<file path="src/rtl/rv_enc_pkg.sv">
// Shared types and constants for the RV32I instruction encoder.
//   enc_op_e    : field-level request operation
//   enc_fmt_e   : instruction format selector for the field packer
//   enc_state_e : output-stage FSM states
//   pack_req_t  : payload handed to inst_field_pack
package rv_enc_pkg;

  localparam int unsigned XLEN     = 32;
  localparam int unsigned REG_W    = 5;
  localparam int unsigned OPC_W    = 7;
  localparam int unsigned FUNCT3_W = 3;
  localparam int unsigned OP_W     = 4;

  typedef enum logic [OP_W-1:0] {
    OP_R      = 4'd0,
    OP_I      = 4'd1,
    OP_LOAD   = 4'd2,
    OP_STORE  = 4'd3,
    OP_BRANCH = 4'd4,
    OP_JAL    = 4'd5,
    OP_JALR   = 4'd6,
    OP_LUI    = 4'd7,
    OP_AUIPC  = 4'd8,
    OP_LI     = 4'd9,
    OP_NOP    = 4'd10
  } enc_op_e;

  typedef enum logic [2:0] {
    FMT_R = 3'd0,
    FMT_I = 3'd1,
    FMT_S = 3'd2,
    FMT_B = 3'd3,
    FMT_U = 3'd4,
    FMT_J = 3'd5
  } enc_fmt_e;

  typedef enum logic [1:0] {
    ST_IDLE  = 2'd0,
    ST_ONE   = 2'd1,
    ST_FIRST = 2'd2
  } enc_state_e;

  localparam logic [OPC_W-1:0] OPC_OP     = 7'b0110011;
  localparam logic [OPC_W-1:0] OPC_OP_IMM = 7'b0010011;
  localparam logic [OPC_W-1:0] OPC_LOAD   = 7'b0000011;
  localparam logic [OPC_W-1:0] OPC_STORE  = 7'b0100011;
  localparam logic [OPC_W-1:0] OPC_BRANCH = 7'b1100011;
  localparam logic [OPC_W-1:0] OPC_JAL    = 7'b1101111;
  localparam logic [OPC_W-1:0] OPC_JALR   = 7'b1100111;
  localparam logic [OPC_W-1:0] OPC_LUI    = 7'b0110111;
  localparam logic [OPC_W-1:0] OPC_AUIPC  = 7'b0010111;

  localparam logic [XLEN-1:0] WORD_NOP    = 32'h0000_0013;
  localparam logic [XLEN-1:0] WORD_EBREAK = 32'h0010_0073;

  typedef struct packed {
    logic [OPC_W-1:0]    opcode;
    enc_fmt_e            fmt;
    logic [FUNCT3_W-1:0] funct3;
    logic                alt;
    logic [REG_W-1:0]    rd;
    logic [REG_W-1:0]    rs1;
    logic [REG_W-1:0]    rs2;
    logic [XLEN-1:0]     imm;
  } pack_req_t;

  // True when v equals the sign extension of its low 'bits' bits.
  function automatic logic fits_signed(input logic [XLEN-1:0] v, input int unsigned bits);
    logic [XLEN-1:0] mask;
    mask = 32'hFFFF_FFFF << (bits - 1);
    return ((v & mask) == 32'd0) || ((v & mask) == mask);
  endfunction

endpackage

</file>
<file path="src/rtl/inst_field_pack.sv">
// Combinational packer: places opcode, register fields and immediate bits
// into the RV32I R/I/S/B/U/J layouts.
//   req  : opcode, format, funct3, alt (bit 30), rd/rs1/rs2, full immediate
//   word : packed 32-bit instruction
module inst_field_pack
  import rv_enc_pkg::*;
(
  input  pack_req_t        req,
  output logic [XLEN-1:0]  word
);

  always_comb begin
    word = WORD_NOP;
    case (req.fmt)
      FMT_R: word = {1'b0, req.alt, 5'b0_0000, req.rs2, req.rs1, req.funct3, req.rd, req.opcode};
      // alt lands on bit 30 (imm[10]); shift requests keep imm[10] clear
      FMT_I: word = {req.imm[11], req.imm[10] | req.alt, req.imm[9:0], req.rs1, req.funct3,
                     req.rd, req.opcode};
      FMT_S: word = {req.imm[11:5], req.rs2, req.rs1, req.funct3, req.imm[4:0], req.opcode};
      FMT_B: word = {req.imm[12], req.imm[10:5], req.rs2, req.rs1, req.funct3, req.imm[4:1],
                     req.imm[11], req.opcode};
      FMT_U: word = {req.imm[31:12], req.rd, req.opcode};
      FMT_J: word = {req.imm[20], req.imm[10:1], req.imm[11], req.imm[19:12], req.rd, req.opcode};
      default: word = WORD_NOP;
    endcase
  end

endmodule

</file>
<file path="src/rtl/inst_encoder.sv">
// Field-level request -> RV32I instruction word encoder with a registered,
// backpressured output. LI expands to LUI+ADDI when the immediate does not
// fit 12 bits; illegal requests produce a NOP/EBREAK substitute with inst_err.
//   clk, reset_n              : clock, async active-low reset
//   req_valid/req_ready       : request handshake
//   req_op..req_imm           : request fields
//   inst_valid/inst_ready     : output handshake
//   inst_o, inst_last, inst_err : encoded word, last-of-request, illegal flag
module inst_encoder
  import rv_enc_pkg::*;
#(
  parameter bit LI_SPLIT   = 1'b1,
  parameter bit ERR_EBREAK = 1'b0
) (
  input  logic        clk,
  input  logic        reset_n,
  input  logic        req_valid,
  output logic        req_ready,
  input  logic [3:0]  req_op,
  input  logic [2:0]  req_funct3,
  input  logic        req_alt,
  input  logic [4:0]  req_rd,
  input  logic [4:0]  req_rs1,
  input  logic [4:0]  req_rs2,
  input  logic [31:0] req_imm,
  output logic        inst_valid,
  input  logic        inst_ready,
  output logic [31:0] inst_o,
  output logic        inst_last,
  output logic        inst_err
);

  localparam logic [XLEN-1:0] WORD_SUBST = ERR_EBREAK ? WORD_EBREAK : WORD_NOP;

  pack_req_t       pk;
  pack_req_t       pk_addi;
  logic [XLEN-1:0] word_pk;
  logic [XLEN-1:0] word_addi;
  logic [XLEN-1:0] first_word;
  logic            illegal;
  logic            split;
  logic            to_nop;
  logic            fit12;
  logic            fit13;
  logic            fit21;
  logic            lo_zero;
  logic            is_shift;
  logic [19:0]     li_hi;

  enc_state_e      state;
  enc_state_e      state_nxt;
  logic [XLEN-1:0] addi_q;
  logic [XLEN-1:0] addi_nxt;
  logic [XLEN-1:0] inst_nxt;
  logic            valid_nxt;
  logic            last_nxt;
  logic            err_nxt;
  logic            accept;

  inst_field_pack u_pack_main (.req(pk),      .word(word_pk));
  inst_field_pack u_pack_addi (.req(pk_addi), .word(word_addi));

  // Legality check and field selection for the first (or only) word.
  always_comb begin
    fit12    = fits_signed(req_imm, 12);
    fit13    = fits_signed(req_imm, 13);
    fit21    = fits_signed(req_imm, 21);
    lo_zero  = (req_imm[11:0] == 12'd0);
    // Rounds the upper half up when the low 12 bits will be sign-extended negative.
    li_hi    = req_imm[31:12] + 20'(req_imm[11]);
    is_shift = (req_funct3 == 3'b001) || (req_funct3 == 3'b101);
    illegal  = 1'b0;
    split    = 1'b0;
    to_nop   = 1'b0;

    pk.opcode = OPC_OP_IMM;
    pk.fmt    = FMT_I;
    pk.funct3 = req_funct3;
    pk.alt    = 1'b0;
    pk.rd     = req_rd;
    pk.rs1    = req_rs1;
    pk.rs2    = req_rs2;
    pk.imm    = req_imm;

    case (enc_op_e'(req_op))
      OP_R: begin
        pk.opcode = OPC_OP;
        pk.fmt    = FMT_R;
        pk.alt    = req_alt;
        illegal   = req_alt && !((req_funct3 == 3'b000) || (req_funct3 == 3'b101));
      end
      OP_I: begin
        if (is_shift) begin
          pk.alt  = req_alt;
          pk.imm  = {27'd0, req_imm[4:0]};
          illegal = (req_imm[31:5] != 27'd0) || (req_alt && (req_funct3 == 3'b001));
        end else begin
          illegal = req_alt || !fit12;
        end
      end
      OP_LOAD: begin
        pk.opcode = OPC_LOAD;
        illegal   = req_alt || !fit12 || (req_funct3 == 3'b011) ||
                    (req_funct3 == 3'b110) || (req_funct3 == 3'b111);
      end
      OP_STORE: begin
        pk.opcode = OPC_STORE;
        pk.fmt    = FMT_S;
        illegal   = req_alt || !fit12 || (req_funct3 >= 3'b011);
      end
      OP_BRANCH: begin
        pk.opcode = OPC_BRANCH;
        pk.fmt    = FMT_B;
        illegal   = req_alt || !fit13 || req_imm[0] ||
                    (req_funct3 == 3'b010) || (req_funct3 == 3'b011);
      end
      OP_JAL: begin
        pk.opcode = OPC_JAL;
        pk.fmt    = FMT_J;
        illegal   = req_alt || !fit21 || req_imm[0];
      end
      OP_JALR: begin
        pk.opcode = OPC_JALR;
        illegal   = req_alt || !fit12 || (req_funct3 != 3'b000);
      end
      OP_LUI: begin
        pk.opcode = OPC_LUI;
        pk.fmt    = FMT_U;
        illegal   = req_alt || !lo_zero;
      end
      OP_AUIPC: begin
        pk.opcode = OPC_AUIPC;
        pk.fmt    = FMT_U;
        illegal   = req_alt || !lo_zero;
      end
      OP_LI: begin
        pk.funct3 = 3'b000;
        pk.rs1    = 5'd0;
        if (req_alt) begin
          illegal = 1'b1;
        end else if (req_rd == 5'd0) begin
          to_nop = 1'b1;
        end else if (!fit12) begin
          if (!LI_SPLIT) begin
            illegal = 1'b1;
          end else begin
            pk.opcode = OPC_LUI;
            pk.fmt    = FMT_U;
            pk.imm    = {li_hi, 12'd0};
            split     = !lo_zero;
          end
        end
      end
      OP_NOP: begin
        illegal = req_alt;
        to_nop  = 1'b1;
      end
      default: illegal = 1'b1;
    endcase

    // Second half of a split LI: ADDI rd, rd, imm[11:0].
    pk_addi.opcode = OPC_OP_IMM;
    pk_addi.fmt    = FMT_I;
    pk_addi.funct3 = 3'b000;
    pk_addi.alt    = 1'b0;
    pk_addi.rd     = req_rd;
    pk_addi.rs1    = req_rd;
    pk_addi.rs2    = 5'd0;
    pk_addi.imm    = {20'd0, req_imm[11:0]};

    if (illegal) begin
      first_word = WORD_SUBST;
    end else if (to_nop) begin
      first_word = WORD_NOP;
    end else begin
      first_word = word_pk;
    end
  end

  // Output-stage FSM: next state, next output word and handshake.
  always_comb begin
    state_nxt = state;
    inst_nxt  = inst_o;
    valid_nxt = inst_valid;
    last_nxt  = inst_last;
    err_nxt   = inst_err;
    addi_nxt  = addi_q;
    req_ready = 1'b0;
    accept    = 1'b0;

    case (state)
      ST_IDLE: req_ready = 1'b1;
      ST_ONE:  req_ready = inst_ready;
      default: req_ready = 1'b0;
    endcase
    accept = req_valid & req_ready;

    case (state)
      ST_FIRST: begin
        if (inst_ready) begin
          state_nxt = ST_ONE;
          inst_nxt  = addi_q;
          valid_nxt = 1'b1;
          last_nxt  = 1'b1;
          err_nxt   = 1'b0;
        end
      end
      default: begin
        // IDLE always moves; ONE moves only once its word is taken
        if ((state == ST_IDLE) || inst_ready) begin
          if (accept) begin
            state_nxt = split ? ST_FIRST : ST_ONE;
            inst_nxt  = first_word;
            valid_nxt = 1'b1;
            last_nxt  = !split;
            err_nxt   = illegal;
            addi_nxt  = word_addi;
          end else begin
            state_nxt = ST_IDLE;
            valid_nxt = 1'b0;
          end
        end
      end
    endcase
  end

  // State and output registers.
  always_ff @(posedge clk or negedge reset_n) begin
    if (!reset_n) begin
      state      <= ST_IDLE;
      inst_o     <= WORD_NOP;
      inst_valid <= 1'b0;
      inst_last  <= 1'b1;
      inst_err   <= 1'b0;
      addi_q     <= WORD_NOP;
    end else begin
      state      <= state_nxt;
      inst_o     <= inst_nxt;
      inst_valid <= valid_nxt;
      inst_last  <= last_nxt;
      inst_err   <= err_nxt;
      addi_q     <= addi_nxt;
    end
  end

endmodule

</file>
<file path="config.mk">
export PLATFORM = sky130hd
export DESIGN_NAME = inst_encoder
export DESIGN_NICKNAME = d
export VERILOG_FILES = /design/src/rtl/rv_enc_pkg.sv /design/src/rtl/inst_field_pack.sv /design/src/rtl/inst_encoder.sv
export SDC_FILE = /design/constraint.sdc
export NUM_CORES = 1
export LEC_CHECK = 0
export ABC_CLOCK_PERIOD_IN_PS = 2860
export BUFFER_PORTS_ARGS = -buffer_cell sky130_fd_sc_hd__buf_2
export CORE_ASPECT_RATIO = 0.8
export CORE_MARGIN = 5
export CORE_UTILIZATION = 45
export CTS_CLUSTER_DIAMETER = 40
export DETAILED_ROUTE_END_ITERATION = 16
export PLACE_DENSITY = 0.67
export SLEW_MARGIN = 0
export SYNTH_ARGS = -nofsm -noshare
export SYNTH_HDL_FRONTEND = slang
export SYNTH_HIERARCHICAL = 1
export SYNTH_SLANG_ARGS = --single-unit
</file>
<file path="constraint.sdc">
create_clock -name clk -period 2.86 [get_ports clk]
set_input_delay 0.429 -clock clk [delete_from_list [all_inputs] [get_ports clk]]
set_output_delay 0.429 -clock clk [all_outputs]
set_load 0.01 [all_outputs]
</file>
==> run summary <==
Crit Reg-Reg Startpoint = state[0]
vias in the first global route = 5751
Critical R2R Capture = inst_o[8]
Least-Margin Pin Slew = 0.661 ns
Logic pwr share = 26.2%
via count = 6061
CP Class = in2reg
reg2reg path depth = 10
Clk pwr share = 37.3%
DRT antenna net count = 0
top routing layer in use = met4
Layout area overhead = 32.7%
slew margin rel. = 55.9%
Clock Skew = 0.00721 ns
PwrDens = 475 nW/um^2
num rows = 35
Die Width = 131 um
DRC = 0
drt initial violations = 708
register area = 1740 um^2
CTS tree = built
nets = 947
final core occ = 61.0%
YS warnings = 6
layout cell share with drive strength beyond 1 = 27.1%
cells taking the most area after synthesis = dfrtp_1 29%, nand2_1 11%, o21ai_0 5.2%
DRT Pass-1 Iters = 5
TritonCTS Sinks = 69
period utilization = 96.6%
Commonest cells post-synth = 156 x nand2_1, 62 x dfrtp_1, 55 x o21ai_0, 35 x and3_1
Root Buffer = clkbuf_16
Top Ports = 95
cell-internal power = 2.28 mW
CP max stage delay = 0.55 ns
number of fillers in the final layout = 1023
metal2 WL = 8510 um
Yosys top cell by area = dfrtp_1
Netlist cell types = 63
Worst EP required = 3.13 ns
gpl congestion = 1.04
Critical Path Slowest Stage Cell = or4_4
minimum clock period after layout = 2.76 ns
final hold vios = 0
Mapped Avg Cell Area = 7.73 um^2
Startpoint Class = input port
GR Overflow Total = 0
initial antenna violation count = 0
Port Buffers = 94
final max-slew violation count = 0
TNS Setup = 0 ns
total CTS buffers = 9
H-tree depth = 3
met3 wire length = 1810 um
core box area = 11500 um^2
worst min path class = in2async
Met1 Routed Length = 8940 um
Initial Util = 46.0%
first-pass GRT wire length = 31200 um
asr flop ratio synth = 100%
setup slack, reg-to-reg = 0.57 ns
Max Freq = 0.362 GHz
drt via density = 5.84
Sw Ratio = 31.7%
mapped cell area = 5290 um^2
Multi-input gate area = 3400 um^2
Setup violations, final = 0
Clock Tree Buf Depth = 2
Detailed Route WL = 19800 um
Chip Height = 107 um
number of max-cap violations = 0
top-count cell post-synth = nand2_1
Clock transition at path regs = 0.06 ns
Flop pwr share = 36.5%
HPWL Detailed = 14600 um
CP Cell Sequence = buf_2 > ha_2 > nand4_2 > or3_4 > buf_4 > nor4_1 > a211oi_1 > or4_4 > nor3_4 > buf_12 > clkbuf_16 > a221o_1
unrepaired setup endpoints after global routing = false
total die area = 14000 um^2
Worst-Skew Late Latency = 0.33 ns
All-Layer GR Usage = 27.3%
Worst Path Arrival = 3.03 ns
Post-synth EDFFs = 0
Crit. Startpoint = req_imm[12]
post-synthesis sequential area ratio = 32.8%
top cell type's share of synthesized area = 29.3%
Synth Flop Type = dfrtp_1
crit end category = register
Critical Path Fanout Max = 16
Antenna diodes = 0
static leakage = 3.56 nW
Net Switching = 1.06 mW
outcome = complete, no violations
VDD IR max = 0.235 mV
pin count of the biggest net entering global routing = 34
cells after synthesis = 685
#FFs+latches synth = 69
Routed WL per cell = 19.1 um
## critical path: cells and delay by family
kind | cells | cell delay, ns
AOI/OAI and AO/OA | 2 | 0.23
buffers and inverters | 4 | 0.62
and+or+nand+nor | 5 | 1.52
adders and majority gates | 1 | 0.22
## per-stage QoR
step,power [mW],setup slack [ns],hold slack (ns),cell area (um^2),instances
2_1_floorplan,1.68,0.0225,0.133,5490,732
5_1_grt,3.49,0.00495,0.178,7020,1038
3_5_place_dp,2.06,-0.362,0.451,6600,1019
3_3_place_gp,2.04,-0.342,0.444,6600,1019
4_1_cts,3.31,0.0194,0.142,6940,1035
6_report,3.34,0.0969,0.127,7020,1038
## registers in the layout, summed over array words and instances (netlist names)
name / flops
addi_q: 32
inst_err: 1
inst_last: 1
inst_o: 32
inst_valid: 1
state: 2
## layout make-up
type / instances / share of cell area [%]
clock buffer: 9 / 3.21
clock inverter: 7 / 1.50
inverter: 28 / 1.50
multi-input combinational: 585 / 48.4
sequential: 69 / 24.7
tap: 148 / 2.64
timing repair buffer: 192 / 18.0
## cell families after synthesis
group / count (synthesis) / share of synthesized area [%]
XOR/XNOR: 2 / 0.331
multiplexers: 14 / 2.74
adder cells (fa/ha/maj): 3 / 0.709
AO/OA/AOI/OAI: 198 / 26.4
other: 2 / 0.142
buffers and inverters: 78 / 6.97
AND/OR/NAND/NOR: 319 / 29.9
flip-flops: 69 / 32.8
## repair_timing
action,in CTS,in global routing
setup buffers,0,1
gates resized for setup,2,4
cloned,0,2
pin swaps,0,2
hold buffers,0,0
endpoints found under the setup margin,5,29
## metal layers
metal	vias up	track usage, %
met1	2864	39.8
met5	-	0
met2	320	40.9
met4	0	8.00
met3	42	5.25
li1	2835	-
## worst max-delay path by stage
stage / end
after global placement: inst_o[31]
after global routing: inst_o[8]
after floorplan: inst_o[31]
final: inst_o[8]
after detailed placement: inst_o[31]
after CTS: inst_o[31]
## power groups by stage
stage               Clock, mW  Combinational (mW)  Sequential (mW)
floorplan                   0               0.446             1.24
global placement            0               0.813             1.23
detailed placement          0               0.828             1.23
CTS                      1.26               0.835             1.22
global route             1.29               0.957             1.24
finish                   1.25               0.876             1.22
## placed cells by master, fill, tap and decap left out, types with 4 or more instances in the layout
master | Yosys | final
nand2_1 | 156 | 156
buf_2 | 11 | 94
buf_4 | 4 | 94
dfrtp_1 | 62 | 62
o21ai_0 | 55 | 55
conb_1 | 2 | 49
and3_1 | 35 | 35
inv_1 | 28 | 28
and2_1 | 27 | 27
a221o_1 | 27 | 27
a21oi_1 | 21 | 20
a22oi_1 | 20 | 20
nor2_1 | 21 | 18
nor2b_1 | 17 | 15
a22o_1 | 15 | 15
nand3_1 | 14 | 14
clkbuf_16 | 0 | 11
nor4_1 | 10 | 10
a31oi_1 | 10 | 10
mux2i_1 | 10 | 10
o2bb2ai_1 | 9 | 9
nor3_1 | 7 | 7
nand2b_1 | 7 | 7
dfstp_2 | 7 | 7
o31ai_1 | 6 | 6
a41oi_1 | 5 | 5
nand4_1 | 4 | 4
o211ai_1 | 4 | 4
nand3b_1 | 4 | 4
mux2_2 | 4 | 4
Power figures use the tool's default switching activity.
